[config.mk]
export PLATFORM = sky130hd
export DESIGN_NAME = bullet_pool_flat
export DESIGN_NICKNAME = d
export VERILOG_FILES = /design/src/rtl/bullet_pool_if.sv /design/src/rtl/bullet_pool.sv /design/src/flat_wrapper.sv
export SDC_FILE = /design/constraint.sdc
export NUM_CORES = 1
export LEC_CHECK = 0
export BUFFER_PORTS_ARGS = -buffer_cell sky130_fd_sc_hd__buf_2
export CAP_MARGIN = 0
export CORE_MARGIN = 2
export CORE_UTILIZATION = 55
export DETAILED_ROUTE_END_ITERATION = 10
export PLACE_DENSITY = 0.76
export SETUP_SLACK_MARGIN = 0.05
export SYNTH_ARGS = -nofsm -noshare
export SYNTH_HDL_FRONTEND = slang
export SYNTH_SLANG_ARGS = --single-unit
[constraint.sdc]
create_clock -name CLOCK_50 -period 2.8 [get_ports CLOCK_50]
set_clock_uncertainty 0.2 [all_clocks]
set_input_delay 0.28 -clock CLOCK_50 [delete_from_list [all_inputs] [get_ports CLOCK_50]]
set_output_delay 0.28 -clock CLOCK_50 [all_outputs]
set_load 0.01 [all_outputs]
[src/rtl/bullet_pool_if.sv]
// Fire-request and pixel-plot bundle between the gun FSM, bullet_pool and the VGA adapter.
// The master is the surrounding system; the slave is the bullet engine.
interface bullet_pool_if #(
   parameter int unsigned NUM_SLOTS = 4,
   parameter int unsigned X_W       = 9,
   parameter int unsigned Y_W       = 8
) ();
   logic                 fire;
   logic                 fire_dir;
   logic [X_W-1:0]       gun_x;
   logic [Y_W-1:0]       gun_y;
   logic                 plot_en;
   logic [X_W-1:0]       plot_x;
   logic [Y_W-1:0]       plot_y;
   logic [2:0]           plot_color;
   logic [NUM_SLOTS-1:0] active;
   logic                 busy;
   logic                 fire_drop;

   modport master (
      output fire, fire_dir, gun_x, gun_y,
      input  plot_en, plot_x, plot_y, plot_color, active, busy, fire_drop
   );

   modport slave (
      input  fire, fire_dir, gun_x, gun_y,
      output plot_en, plot_x, plot_y, plot_color, active, busy, fire_drop
   );
endinterface

[src/rtl/bullet_pool.sv]
// Multi-slot horizontal bullet engine: one sequencer erases, moves and redraws every
// live bullet per movement tick, plotting one pixel per clock.
module bullet_pool #(
   parameter int unsigned NUM_SLOTS  = 4,
   parameter int unsigned LEN        = 8,
   parameter int unsigned X_W        = 9,
   parameter int unsigned Y_W        = 8,
   parameter int unsigned X_MAX      = 319,
   parameter int unsigned SPEED_DIV  = 16384,
   parameter logic [2:0]  DRAW_COLOR = 3'b111,
   parameter logic [2:0]  BG_COLOR   = 3'b000
) (
   input logic          CLOCK_50,
   input logic          rstn,
   bullet_pool_if.slave bus
);
   localparam int unsigned SLOT_W = (NUM_SLOTS > 1) ? $clog2(NUM_SLOTS) : 1;
   localparam int unsigned IDX_W  = $clog2(NUM_SLOTS + 1);
   localparam int unsigned CNT_W  = $clog2(SPEED_DIV);
   localparam int unsigned PIX_W  = $clog2(LEN);
   localparam int unsigned X_LAST = X_MAX - LEN + 1;

   typedef enum logic [2:0] {S_IDLE, S_SPAWN, S_ERASE, S_MOVE, S_DRAW, S_NEXT} state_t;

   state_t               state;
   logic [IDX_W-1:0]     idx;
   logic [PIX_W-1:0]     pix;
   logic                 spawn_r;
   logic                 fire_q;
   logic                 fire_pend;
   logic                 tick_pend;
   logic [CNT_W-1:0]     cnt;
   logic [NUM_SLOTS-1:0] valid;
   logic [NUM_SLOTS-1:0] slot_dir;
   logic [X_W-1:0]       slot_x [NUM_SLOTS];
   logic [Y_W-1:0]       slot_y [NUM_SLOTS];
   logic                 plot_en_r;
   logic [X_W-1:0]       plot_x_r;
   logic [Y_W-1:0]       plot_y_r;
   logic [2:0]           plot_color_r;
   logic                 busy_r;
   logic                 drop_r;

   logic                 free_ok;
   logic [SLOT_W-1:0]    free_slot;
   logic [SLOT_W-1:0]    cur;
   logic                 tick_wrap;

   assign cur       = SLOT_W'(idx);
   assign tick_wrap = (cnt == CNT_W'(SPEED_DIV - 1));

   // Lowest-index free slot: the descending loop leaves the smallest match last.
   always_comb begin
      free_ok   = 1'b0;
      free_slot = '0;
      for (int i = int'(NUM_SLOTS) - 1; i >= 0; i--) begin
         if (!valid[i]) begin
            free_ok   = 1'b1;
            free_slot = SLOT_W'(i);
         end
      end
   end

   always_ff @(posedge CLOCK_50 or negedge rstn) begin
      if (!rstn) begin
         state        <= S_IDLE;
         idx          <= '0;
         pix          <= '0;
         spawn_r      <= 1'b0;
         fire_q       <= 1'b0;
         fire_pend    <= 1'b0;
         tick_pend    <= 1'b0;
         cnt          <= '0;
         valid        <= '0;
         slot_dir     <= '0;
         for (int i = 0; i < int'(NUM_SLOTS); i++) begin
            slot_x[i] <= '0;
            slot_y[i] <= '0;
         end
         plot_en_r    <= 1'b0;
         plot_x_r     <= '0;
         plot_y_r     <= '0;
         plot_color_r <= '0;
         busy_r       <= 1'b0;
         drop_r       <= 1'b0;
      end else begin
         fire_q    <= bus.fire;
         drop_r    <= 1'b0;
         plot_en_r <= 1'b0;
         cnt       <= tick_wrap ? '0 : cnt + CNT_W'(1);

         // Plot registers are loaded on entry to each pixel so plot_en tracks ERASE/DRAW exactly.
         case (state)
            S_IDLE: begin
               if (fire_pend) begin
                  fire_pend <= 1'b0;
                  if (!free_ok || bus.gun_x > X_W'(X_LAST)) begin
                     drop_r <= 1'b1;
                  end else begin
                     slot_x[free_slot]   <= bus.gun_x;
                     slot_y[free_slot]   <= bus.gun_y;
                     slot_dir[free_slot] <= bus.fire_dir;
                     valid[free_slot]    <= 1'b1;
                     idx          <= IDX_W'(free_slot);
                     pix          <= '0;
                     spawn_r      <= 1'b1;
                     plot_en_r    <= 1'b1;
                     plot_x_r     <= bus.gun_x;
                     plot_y_r     <= bus.gun_y;
                     plot_color_r <= DRAW_COLOR;
                     busy_r       <= 1'b1;
                     state        <= S_DRAW;
                  end
               end else if (tick_pend) begin
                  tick_pend <= 1'b0;
                  idx       <= '0;
                  busy_r    <= 1'b1;
                  state     <= S_NEXT;
               end
            end
            S_NEXT: begin
               if (idx >= IDX_W'(NUM_SLOTS)) begin
                  busy_r <= 1'b0;
                  state  <= S_IDLE;
               end else if (valid[cur]) begin
                  pix          <= '0;
                  plot_en_r    <= 1'b1;
                  plot_x_r     <= slot_x[cur];
                  plot_y_r     <= slot_y[cur];
                  plot_color_r <= BG_COLOR;
                  state        <= S_ERASE;
               end else begin
                  idx <= idx + IDX_W'(1);
               end
            end
            S_ERASE: begin
               if (pix == PIX_W'(LEN - 1)) begin
                  state <= S_MOVE;
               end else begin
                  pix       <= pix + PIX_W'(1);
                  plot_en_r <= 1'b1;
                  plot_x_r  <= plot_x_r + X_W'(1);
               end
            end
            S_MOVE: begin
               // Edge test comes before the step, so x never wraps.
               if ((slot_dir[cur] && slot_x[cur] == X_W'(X_LAST)) ||
                   (!slot_dir[cur] && slot_x[cur] == '0)) begin
                  valid[cur] <= 1'b0;
                  idx        <= idx + IDX_W'(1);
                  state      <= S_NEXT;
               end else begin
                  pix          <= '0;
                  plot_en_r    <= 1'b1;
                  plot_y_r     <= slot_y[cur];
                  plot_color_r <= DRAW_COLOR;
                  state        <= S_DRAW;
                  if (slot_dir[cur]) begin
                     slot_x[cur] <= slot_x[cur] + X_W'(1);
                     plot_x_r    <= slot_x[cur] + X_W'(1);
                  end else begin
                     slot_x[cur] <= slot_x[cur] - X_W'(1);
                     plot_x_r    <= slot_x[cur] - X_W'(1);
                  end
               end
            end
            S_DRAW: begin
               if (pix == PIX_W'(LEN - 1)) begin
                  if (spawn_r) begin
                     spawn_r <= 1'b0;
                     busy_r  <= 1'b0;
                     state   <= S_IDLE;
                  end else begin
                     idx   <= idx + IDX_W'(1);
                     state <= S_NEXT;
                  end
               end else begin
                  pix       <= pix + PIX_W'(1);
                  plot_en_r <= 1'b1;
                  plot_x_r  <= plot_x_r + X_W'(1);
               end
            end
            default: begin
               busy_r <= 1'b0;
               state  <= S_IDLE;
            end
         endcase

         // New requests override the clear above so none is lost.
         if (bus.fire && !fire_q) fire_pend <= 1'b1;
         if (tick_wrap)           tick_pend <= 1'b1;
      end
   end

   assign bus.plot_en    = plot_en_r;
   assign bus.plot_x     = plot_x_r;
   assign bus.plot_y     = plot_y_r;
   assign bus.plot_color = plot_color_r;
   assign bus.active     = valid;
   assign bus.busy       = busy_r;
   assign bus.fire_drop  = drop_r;
endmodule

[src/flat_wrapper.sv]
// flat-port wrapper written by rule: the top's interface ports become plain ports
module bullet_pool_flat 
#(
   parameter int unsigned NUM_SLOTS  = 4,
   parameter int unsigned LEN        = 8,
   parameter int unsigned X_W        = 9,
   parameter int unsigned Y_W        = 8,
   parameter int unsigned X_MAX      = 319,
   parameter int unsigned SPEED_DIV  = 16384,
   parameter logic [2:0]  DRAW_COLOR = 3'b111,
   parameter logic [2:0]  BG_COLOR   = 3'b000
)
  (CLOCK_50, rstn, bus_fire, bus_fire_dir, bus_gun_x, bus_gun_y, bus_plot_en, bus_plot_x, bus_plot_y, bus_plot_color, bus_active, bus_busy, bus_fire_drop);
  bullet_pool_if #(.NUM_SLOTS(NUM_SLOTS), .X_W(X_W), .Y_W(Y_W)) bus_i ();
  input logic CLOCK_50;
  input logic rstn;
  input wire logic [$bits(bus_i.fire)-1:0] bus_fire;
  input wire logic [$bits(bus_i.fire_dir)-1:0] bus_fire_dir;
  input wire logic [$bits(bus_i.gun_x)-1:0] bus_gun_x;
  input wire logic [$bits(bus_i.gun_y)-1:0] bus_gun_y;
  output wire logic [$bits(bus_i.plot_en)-1:0] bus_plot_en;
  output wire logic [$bits(bus_i.plot_x)-1:0] bus_plot_x;
  output wire logic [$bits(bus_i.plot_y)-1:0] bus_plot_y;
  output wire logic [$bits(bus_i.plot_color)-1:0] bus_plot_color;
  output wire logic [$bits(bus_i.active)-1:0] bus_active;
  output wire logic [$bits(bus_i.busy)-1:0] bus_busy;
  output wire logic [$bits(bus_i.fire_drop)-1:0] bus_fire_drop;
  assign bus_i.fire = bus_fire;
  assign bus_i.fire_dir = bus_fire_dir;
  assign bus_i.gun_x = bus_gun_x;
  assign bus_i.gun_y = bus_gun_y;
  assign bus_plot_en = bus_i.plot_en;
  assign bus_plot_x = bus_i.plot_x;
  assign bus_plot_y = bus_i.plot_y;
  assign bus_plot_color = bus_i.plot_color;
  assign bus_active = bus_i.active;
  assign bus_busy = bus_i.busy;
  assign bus_fire_drop = bus_i.fire_drop;
  bullet_pool #(.NUM_SLOTS(NUM_SLOTS), .LEN(LEN), .X_W(X_W), .Y_W(Y_W), .X_MAX(X_MAX), .SPEED_DIV(SPEED_DIV), .DRAW_COLOR(DRAW_COLOR), .BG_COLOR(BG_COLOR)) u_core (.CLOCK_50(CLOCK_50), .rstn(rstn), .bus(bus_i));
endmodule
==> impl_results.html, run 1 <==
<table>
<tr><th>Metric</th><th>Value</th></tr>
<tr><th colspan="2">Cells and area</th></tr>
<tr><td>Area occupied by multi-input gates</td><td>0.00417 mm^2</td></tr>
<tr><td>Total Nets Final</td><td>835</td></tr>
<tr><td>Area added between synthesis and finish</td><td>32.6%</td></tr>
<tr><td>Total of fill cells in the finished design</td><td>823</td></tr>
<tr><td>Finished Cell Area</td><td>0.00951 mm^2</td></tr>
<tr><td>Layout Cells excl Fill</td><td>988</td></tr>
<tr><td>Share of layout cells above drive strength 1</td><td>46.3%</td></tr>
<tr><td>Util after Layout</td><td>75.0%</td></tr>
<tr><td>Antenna Diode Count</td><td>0</td></tr>
<tr><td>Area taken by flip-flops and latches</td><td>0.00311 mm^2</td></tr>
<tr><th colspan="2">STA</th></tr>
<tr><td>Final period utilization</td><td>102%</td></tr>
<tr><td>Setup TNS</td><td>-395 ps</td></tr>
<tr><td>Rel. slew slack</td><td>38.1%</td></tr>
<tr><td>Period minus WS final</td><td>2850 ps</td></tr>
<tr><td>Setup violators final</td><td>18</td></tr>
<tr><td>Maximum achievable frequency</td><td>350 MHz</td></tr>
<tr><td>Final setup margin</td><td>-53.7 ps</td></tr>
<tr><td>Max-slew violation total from the final report</td><td>0</td></tr>
<tr><td>Number of hold violations in the final report</td><td>0</td></tr>
<tr><td>Tightest Pin Transition</td><td>919 ps</td></tr>
<tr><td>Setup repair after global routing missed its margin</td><td>yes</td></tr>
<tr><th colspan="2">Clock network</th></tr>
<tr><td>Clock tree root buffer cell</td><td>sky130_fd_sc_hd__clkbuf_16</td></tr>
<tr><td>Clock Latency Late Sink</td><td>430 ps</td></tr>
<tr><td>Deepest level of the CTS H-tree</td><td>4</td></tr>
<tr><td>CTS tree</td><td>yes</td></tr>
<tr><td>Buffers from clock root to sink, at most</td><td>2</td></tr>
<tr><td>Clock slew seen by the registers of the worst setup and hold paths</td><td>60 ps</td></tr>
<tr><td>Clock sinks</td><td>124</td></tr>
<tr><td>Total clock buffers created by CTS</td><td>17</td></tr>
<tr><th colspan="2">Synth</th></tr>
<tr><td>Library cells used by synthesis</td><td>66</td></tr>
<tr><td>Synth Flop Type</td><td>sky130_fd_sc_hd__dfrtp_1</td></tr>
<tr><td>Library cell with the highest instance count after synthesis</td><td>sky130_fd_sc_hd__dfrtp_1</td></tr>
<tr><td>Largest cells by area after synthesis</td><td>sky130_fd_sc_hd__dfrtp_1 43%, sky130_fd_sc_hd__mux2_2 7.2%, sky130_fd_sc_hd__mux4_2 6.0%</td></tr>
<tr><td>Area of the mapped netlist</td><td>0.00717 mm^2</td></tr>
<tr><td>Cell taking the most area after synthesis</td><td>sky130_fd_sc_hd__dfrtp_1</td></tr>
<tr><td>Post-Synthesis Cells</td><td>666</td></tr>
<tr><td>Total of warnings raised by yosys</td><td>0</td></tr>
<tr><td>Proportion of netlist area held by the largest area contributor</td><td>43.3%</td></tr>
<tr><td>Sequential fraction of the synthesis area</td><td>43.3%</td></tr>
<tr><td>Leading cell types by count after synthesis</td><td>124 x sky130_fd_sc_hd__dfrtp_1, 83 x sky130_fd_sc_hd__nand2_1, 55 x sky130_fd_sc_hd__nor2_1</td></tr>
<tr><td>Share of synthesized registers carrying an async set or reset</td><td>100%</td></tr>
<tr><td>Synthesized netlist net count</td><td>698</td></tr>
<tr><td>Number of enable flip-flop cells after synthesis</td><td>0</td></tr>
<tr><td>Average cell area after synthesis</td><td>10.8 um^2</td></tr>
<tr><td>Number of flip-flops and latches in the synthesized netlist</td><td>124</td></tr>
<tr><th colspan="2">Setup path</th></tr>
<tr><td>Category of the worst setup path capture point</td><td>flip-flop</td></tr>
<tr><td>Buffer and inverter count on the worst path</td><td>2</td></tr>
<tr><td>Crit path largest cell delay</td><td>590 ps</td></tr>
<tr><td>Worst Reg2Reg Path Length in Cells</td><td>11</td></tr>
<tr><td>Kind of cell with the highest combined delay on the critical path</td><td>compound AO/OA/AOI/OAI gates</td></tr>
<tr><td>Arrival time at the worst endpoint</td><td>2960 ps</td></tr>
<tr><td>Flop-to-flop setup slack</td><td>-50 ps</td></tr>
<tr><td>Type of origin of the critical path</td><td>flip-flop</td></tr>
<tr><td>Biggest fanout along the worst timing path</td><td>6</td></tr>
<tr><td>Worst path cell trace</td><td>buf_12, mux4_2, ha_4, and2_4, a22o_4, nand4_1, xor2_1, o2bb2ai_1, buf_4, a32oi_2, a21oi_2</td></tr>
<tr><td>Setup CP Type</td><td>reg -&gt; reg</td></tr>
<tr><td>RR Startpoint</td><td>u_core.idx[0]</td></tr>
<tr><td>CP max stage cell</td><td>sky130_fd_sc_hd__mux4_2</td></tr>
<tr><td>Crit Reg-Reg Endpoint</td><td>u_core.slot_x[35]</td></tr>
<tr><td>Data required time of the worst path</td><td>2910 ps</td></tr>
<tr><td>Worst setup path startpoint</td><td>u_core.idx[0]</td></tr>
<tr><th colspan="2">Route</th></tr>
<tr><td>Detailed Route Iter0 Violations</td><td>638</td></tr>
<tr><td>Drt first pass iters</td><td>5</td></tr>
<tr><td>Mean number of vias per cell</td><td>6.27</td></tr>
<tr><td>Drt wl/cell</td><td>21.7 um</td></tr>
<tr><td>Vias after detailed routing</td><td>6,194</td></tr>
<tr><td>Post-route DRC</td><td>0</td></tr>
<tr><td>Post-route antenna net violation count</td><td>0</td></tr>
<tr><td>DRT Wirelength</td><td>21,500 um</td></tr>
<tr><th colspan="2">Outcome</th></tr>
<tr><td>Result of the run</td><td>finished, violations left</td></tr>
<tr><td>Violations in the final reports</td><td>setup timing</td></tr>
<tr><th colspan="2">Global routing</th></tr>
<tr><td>Number of global-route vias before repair</td><td>6,243</td></tr>
<tr><td>First-pass GRT wire length</td><td>33,000 um</td></tr>
<tr><td>Remaining global-route overflow</td><td>0</td></tr>
<tr><td>Overall global routing resource usage</td><td>30.5%</td></tr>
<tr><td>Routing layer with the top usage in global route</td><td>met2</td></tr>
<tr><td>Met1 routing resource usage after global routing</td><td>38.6%</td></tr>
<tr><td>Number of antenna violations at the first check in global routing</td><td>0</td></tr>
<tr><td>Met2 Usage GRT</td><td>49.7%</td></tr>
<tr><td>Global-route met3 utilization</td><td>6.52%</td></tr>
<tr><td>Maximum number of pins on one net before global-route repair</td><td>88</td></tr>
<tr><th colspan="2">Pwr</th></tr>
<tr><td>Leakage power</td><td>0.00407 uW</td></tr>
<tr><td>PD cells</td><td>1280 mW/mm^2</td></tr>
<tr><td>Largest voltage drop on the vdd net</td><td>0.795 mV</td></tr>
<tr><th colspan="2">Placed design</th></tr>
<tr><td>Number of buffers added on ports</td><td>47</td></tr>
<tr><td>Post-DP Area</td><td>0.00803 mm^2</td></tr>
<tr><td>Cell count after placement</td><td>918</td></tr>
<tr><td>Final GP Congestion</td><td>0.926</td></tr>
<tr><td>Half-perimeter wire length of the detailed placement result</td><td>13,400 um</td></tr>
<tr><th colspan="2">Floorplan</th></tr>
<tr><td>I/O pin count</td><td>48</td></tr>
<tr><td>Die Footprint</td><td>0.0140 mm^2</td></tr>
<tr><td>Chip height</td><td>118 um</td></tr>
<tr><td>Placeable core region</td><td>0.0127 mm^2</td></tr>
<tr><td>Die Wd</td><td>118 um</td></tr>
<tr><td>Initial standard-cell utilization of the core</td><td>56.6%</td></tr>
<tr><td>Cell Rows</td><td>41</td></tr>
<tr><th colspan="2">Worst hold path</th></tr>
<tr><td>Worst min-delay path category</td><td>in -&gt; reg</td></tr>
<tr><td>Worst hold endpoint</td><td>u_core.slot_x[7]</td></tr>
<tr><td>Hold Path Depth</td><td>3</td></tr>
<tr><td>Hold path startpoint</td><td>bus_gun_x[7]</td></tr>
<tr><th colspan="2">Flow run</th></tr>
<tr><td>Maximum capacitance violations</td><td>0</td></tr>
</table>
[flip-flops by register name (all words and copies together), names as in the netlist, 3 cells and up]
| name | count |
|---|---|
| u_core.bus.active | 4 |
| u_core.bus.plot_x | 9 |
| u_core.bus.plot_y | 8 |
| u_core.cnt | 14 |
| u_core.idx | 3 |
| u_core.pix | 3 |
| u_core.slot_dir | 4 |
| u_core.slot_x | 36 |
| u_core.slot_y | 32 |
| u_core.state | 3 |
[cell usage in the layout (no fill, tap or decap), drive strengths merged, types with 2 or more instances in the layout]
| cell type | count |
|---|---|
| nor4 | 2 |
| nand2b | 10 |
| a211o | 2 |
| clkbuf | 22 |
| and2 | 12 |
| bufinv | 3 |
| clkinv | 3 |
| buf | 147 |
| nand3 | 14 |
| o22ai | 6 |
| and4 | 2 |
| and3 | 9 |
| inv | 17 |
| ha | 11 |
| a32oi | 30 |
| dfrtp | 124 |
| nor2b | 3 |
| nor2 | 67 |
| a22oi | 3 |
| a211oi | 2 |
| o221ai | 12 |
| nand4 | 7 |
| a22o | 4 |
| nand3b | 4 |
| dlygate4sd3 | 11 |
| mux4 | 19 |
| clkinvlp | 3 |
| nor3 | 13 |
| mux2 | 48 |
| o21ai | 19 |
| a21oi | 52 |
| xnor2 | 9 |
| nand2 | 83 |
| a32o | 4 |
| a21o | 5 |
| o211ai | 4 |
| xor2 | 17 |
[power by group]
part / leakage, uW / switching, uW / internal [uW]
combinational: 0.00225 / 3480 / 3160
sequential: 0.00152 / 631 / 2560
clock: 0.000297 / 853 / 1480
total: 0.00407 / 4960 / 7210
[worst max path at each step]
stage | end | slack [ps] | depth (start not counted)
finish | u_core.slot_x[35] | -50 | 11
global route | u_core.slot_x[6] | -160 | 10
CTS | u_core.slot_x[6] | -20 | 10
detailed placement | u_core.slot_x[35] | -100 | 12
global placement | u_core.slot_x[33] | -20 | 10
floorplan | u_core.slot_x[6] | -20 | 11
[cell type report]
type / instances / share of cell area [%]
clock buffer: 21 / 4.95
tap: 172 / 2.26
clock inverter: 11 / 1.64
timing repair buffer: 159 / 14.0
multi-input combinational: 486 / 43.8
inverter: 15 / 0.671
sequential: 124 / 32.7
[through the flow]
step | hold WS [ps] | power [uW] | worst slack (ps)
after global placement | 85.8 | 8380 | -16.6
after global routing | 45.1 | 12800 | -159
after detailed placement | 93.4 | 8560 | -100
after CTS | 32.8 | 11300 | -19.3
after floorplan | -216 | 6830 | -19.9
final | 47.2 | 12200 | -53.7
[what timing repair did]
item / CTS / global route
pin swaps: 12 / 44
resized for setup: 43 / 66
gates cloned: 1 / 1
hold endpoints to repair: 75 / 0
setup endpoints to repair: 46 / 55
setup buffers: 9 / 17
hold buffers: 11 / 0
[worst min-delay path: stages]
cell and delay [ps]:
sky130_fd_sc_hd__buf_2 160, sky130_fd_sc_hd__nand4_1 100, sky130_fd_sc_hd__o221ai_2 80
[kinds of logic after synthesis]
group	after synthesis	synth area share [%]
xor+xnor	26	3.18
compound gates	152	17.9
simple gates	229	16.0
buf+inv	56	3.96
mux	68	13.8
fa+ha+maj	11	1.92
flops	124	43.3
[metal layers]
| metal | routed length, um | vias to the layer above |
|---|---|---|
| met2 | 10800 | 328 |
| met1 | 8140 | 3072 |
| met5 | 0 | - |
| met4 | 918 | 0 |
| li1 | - | 2714 |
| met3 | 1560 | 80 |
(Power assumes the default switching activity.)
==> inputs of run 2 (changes only) <==
==> constraint.sdc (replaced) <==
create_clock -name CLOCK_50 -period 2.5 [get_ports CLOCK_50]
set_clock_uncertainty 0.2 [all_clocks]
set_input_delay 0.25 -clock CLOCK_50 [delete_from_list [all_inputs] [get_ports CLOCK_50]]
set_output_delay 0.25 -clock CLOCK_50 [all_outputs]
set_load 0.01 [all_outputs]
==> run 2 against run 1 <==
The run still ends with setup timing left. Cell count is 2.9% higher. Fmax is 1.6% lower. Design area is 4.3% higher. Register-to-register slack worse by 350 ps. Critical path type unchanged. Largest cell class unchanged.
==> impl_results.html, run 2 (synthesized netlist as in run 1, its figures left out) <==
<table>
<tr><th>Metric</th><th>Value</th></tr>
<tr><th colspan="2">Outcome</th></tr>
<tr><td>Result of the run</td><td>finished, violations left</td></tr>
<tr><td>Violations in the final reports</td><td>setup timing</td></tr>
<tr><th colspan="2">Clock network</th></tr>
<tr><td>Clock tree root buffer cell</td><td>sky130_fd_sc_hd__clkbuf_16</td></tr>
<tr><td>Clock sinks</td><td>124</td></tr>
<tr><td>Clock Latency Late Sink</td><td>420 ps</td></tr>
<tr><td>CTS tree</td><td>yes</td></tr>
<tr><td>Clock slew seen by the registers of the worst setup and hold paths</td><td>60 ps</td></tr>
<tr><td>Total clock buffers created by CTS</td><td>17</td></tr>
<tr><td>Deepest level of the CTS H-tree</td><td>4</td></tr>
<tr><td>Buffers from clock root to sink, at most</td><td>2</td></tr>
<tr><th colspan="2">Global routing</th></tr>
<tr><td>Remaining global-route overflow</td><td>0</td></tr>
<tr><td>First-pass GRT wire length</td><td>36,100 um</td></tr>
<tr><td>Maximum number of pins on one net before global-route repair</td><td>54</td></tr>
<tr><td>Number of global-route vias before repair</td><td>6,728</td></tr>
<tr><td>Number of antenna violations at the first check in global routing</td><td>0</td></tr>
<tr><td>Overall global routing resource usage</td><td>33.6%</td></tr>
<tr><th colspan="2">Route</th></tr>
<tr><td>DRT Wirelength</td><td>23,200 um</td></tr>
<tr><td>Drt wl/cell</td><td>22.8 um</td></tr>
<tr><td>Mean number of vias per cell</td><td>6.36</td></tr>
<tr><td>Detailed Route Iter0 Violations</td><td>703</td></tr>
<tr><td>Post-route DRC</td><td>0</td></tr>
<tr><td>Drt first pass iters</td><td>5</td></tr>
<tr><td>Vias after detailed routing</td><td>6,472</td></tr>
<tr><td>Post-route antenna net violation count</td><td>0</td></tr>
<tr><th colspan="2">STA</th></tr>
<tr><td>Tightest Pin Transition</td><td>603 ps</td></tr>
<tr><td>Max-slew violation total from the final report</td><td>0</td></tr>
<tr><td>Rel. slew slack</td><td>59.8%</td></tr>
<tr><td>Maximum achievable frequency</td><td>345 MHz</td></tr>
<tr><td>Period minus WS final</td><td>2900 ps</td></tr>
<tr><td>Final setup margin</td><td>-401 ps</td></tr>
<tr><td>Number of hold violations in the final report</td><td>0</td></tr>
<tr><td>Setup violators final</td><td>66</td></tr>
<tr><td>Setup repair after global routing missed its margin</td><td>yes</td></tr>
<tr><td>Setup TNS</td><td>-19,480 ps</td></tr>
<tr><td>Final period utilization</td><td>116%</td></tr>
<tr><th colspan="2">Pwr</th></tr>
<tr><td>Cell internal power dissipation</td><td>8550 uW</td></tr>
<tr><td>Switching share of power</td><td>41.0%</td></tr>
<tr><td>Sequential Power Share</td><td>25.2%</td></tr>
<tr><td>Power, Total</td><td>14,500 uW</td></tr>
<tr><td>Portion of total power attributed to the clock network</td><td>19.0%</td></tr>
<tr><td>Logic pwr share</td><td>55.9%</td></tr>
<tr><td>PD cells</td><td>1460 mW/mm^2</td></tr>
<tr><td>Leakage power</td><td>0.00431 uW</td></tr>
<tr><td>Largest voltage drop on the vdd net</td><td>0.991 mV</td></tr>
<tr><td>Reported net switching power</td><td>5950 uW</td></tr>
<tr><th colspan="2">Setup path</th></tr>
<tr><td>Category of the worst setup path capture point</td><td>flip-flop</td></tr>
<tr><td>Arrival time at the worst endpoint</td><td>3050 ps</td></tr>
<tr><td>Data required time of the worst path</td><td>2640 ps</td></tr>
<tr><td>Type of origin of the critical path</td><td>flip-flop</td></tr>
<tr><td>Biggest fanout along the worst timing path</td><td>7</td></tr>
<tr><td>Setup CP Type</td><td>reg -&gt; reg</td></tr>
<tr><th colspan="2">Floorplan</th></tr>
<tr><td>Initial standard-cell utilization of the core</td><td>56.6%</td></tr>
<tr><td>I/O pin count</td><td>48</td></tr>
<tr><td>Die Footprint</td><td>0.0140 mm^2</td></tr>
<tr><td>Chip height</td><td>118 um</td></tr>
<tr><td>Die Wd</td><td>118 um</td></tr>
<tr><td>Placeable core region</td><td>0.0127 mm^2</td></tr>
<tr><td>Cell Rows</td><td>41</td></tr>
<tr><th colspan="2">Placed design</th></tr>
<tr><td>Cell count after placement</td><td>935</td></tr>
<tr><td>Number of buffers added on ports</td><td>47</td></tr>
<tr><td>Post-DP Area</td><td>0.00823 mm^2</td></tr>
<tr><td>Half-perimeter wire length of the detailed placement result</td><td>13,700 um</td></tr>
<tr><td>Final GP Congestion</td><td>0.948</td></tr>
<tr><th colspan="2">Flow run</th></tr>
<tr><td>Maximum capacitance violations</td><td>0</td></tr>
<tr><th colspan="2">Cells and area</th></tr>
<tr><td>Finished Cell Area</td><td>0.00992 mm^2</td></tr>
<tr><td>Leading registers by flop count</td><td>u_core.slot_x (36), u_core.slot_y (32), u_core.cnt (14)</td></tr>
<tr><td>Number of flip-flops in the largest register</td><td>36</td></tr>
<tr><td>Most common cell after layout, fill and taps aside</td><td>sky130_fd_sc_hd__dfrtp_1</td></tr>
<tr><td>Register ranked first by flip-flop count</td><td>u_core.slot_x</td></tr>
<tr><td>Antenna Diode Count</td><td>0</td></tr>
<tr><td>Area added between synthesis and finish</td><td>38.4%</td></tr>
<tr><td>Most frequent cells in the layout</td><td>123 x sky130_fd_sc_hd__dfrtp_1, 87 x sky130_fd_sc_hd__buf_4, 74 x sky130_fd_sc_hd__nand2_1, 46 x sky130_fd_sc_hd__buf_2, 39 x sky130_fd_sc_hd__nor2_1</td></tr>
<tr><td>Share of layout cells above drive strength 1</td><td>49.0%</td></tr>
<tr><td>Total Nets Final</td><td>864</td></tr>
<tr><td>Layout Cells excl Fill</td><td>1,017</td></tr>
<tr><td>Util after Layout</td><td>78.3%</td></tr>
<tr><th colspan="2">Worst hold path</th></tr>
<tr><td>Worst min-delay path category</td><td>in -&gt; reg</td></tr>
</table>
run 2: changes by cell type in the layout (fill, tap and decap cells not counted), moves of 3 or more:
cell	before	now
sky130_fd_sc_hd__inv_8	1	5
sky130_fd_sc_hd__nor2_2	19	13
sky130_fd_sc_hd__buf_4	75	87
sky130_fd_sc_hd__buf_12	8	15
sky130_fd_sc_hd__buf_8	6	1
sky130_fd_sc_hd__nor2_1	34	39
sky130_fd_sc_hd__mux2_2	46	37
sky130_fd_sc_hd__nand2_1	81	74
sky130_fd_sc_hd__mux2_4	2	11
sky130_fd_sc_hd__nand2_2	2	9
sky130_fd_sc_hd__buf_6	11	26
sky130_fd_sc_hd__clkbuf_8	3	0
run 2: metal layers:
layer	GRT usage, %	routed length, um
met1	38.4	8480
met2	57.6	12000
met3	7.77	1530
met4	19.5	1230
met5	0	0
run 2: worst max-delay path: stages (launching register included):
cell,delay [ps]
sky130_fd_sc_hd__dfrtp_2,420
sky130_fd_sc_hd__buf_12,140
sky130_fd_sc_hd__buf_12,110
sky130_fd_sc_hd__mux4_2,570
sky130_fd_sc_hd__and2_4,200
sky130_fd_sc_hd__a22oi_4,250
sky130_fd_sc_hd__nor3_4,80
sky130_fd_sc_hd__buf_6,140
sky130_fd_sc_hd__a21oi_4,330
sky130_fd_sc_hd__buf_6,220
sky130_fd_sc_hd__nor2_1,70
sky130_fd_sc_hd__a21oi_2,90
run 2: power by group through the flow:
| stage | registers, uW | logic, uW | clock network, uW |
|---|---|---|---|
| finish | 3650 | 8100 | 2750 |
| global route | 3710 | 8580 | 2860 |
| CTS | 3570 | 7560 | 2750 |
| detailed placement | 3510 | 6410 | 0 |
| global placement | 3460 | 6240 | 0 |
| floorplan | 3400 | 4270 | 0 |
run 2: area by class of cell:
class | count | area [um^2]
Clock inverter | 15 | 225
Inverter | 15 | 63.8
Multi-Input combinational cell | 486 | 4250
Tap cell | 172 | 215
Timing Repair Buffer | 187 | 1630
Timing Repair inverter | 1 | 6.26
Sequential cell | 124 | 3100
Fill cell | 760 | 2750
Clock buffer | 17 | 425
run 2: repair_timing:
action / 4_1_cts / 5_1_grt
buffers inserted: 30 / 8
hold buffers: 11 / 0
pin swaps: 61 / 21
cloned: 3 / 0
setup endpoints to repair: 89 / 66
resized for setup: 109 / 19
hold endpoints to repair: 77 / 0
run 2: metrics by stage:
stage          setup WS, ps  hold WS [ps]
4_1_cts                -338          63.0
6_report               -401          89.1
3_3_place_gp           -276          79.4
2_1_floorplan          -320          -246
5_1_grt                -461          93.0
3_5_place_dp           -358          89.0
run 2: worst paths after layout:
| kind | slack, ps | startpoint | cells past startpoint | endpoint |
|---|---|---|---|---|
| max | -400 | u_core.idx[0] | 11 | u_core.slot_x[31] |
| min in group asynchronous | 170 | rstn | 2 | u_core.slot_x[18] |
| max reg2reg | -400 | u_core.idx[0] | 11 | u_core.slot_x[31] |
| min reg2reg | 240 | u_core.fire_q | 1 | u_core.fire_pend |
| min | 90 | bus_gun_x[2] | 4 | u_core.bus.plot_x[2] |
| max in group asynchronous | 1220 | rstn | 3 | u_core.fire_pend |
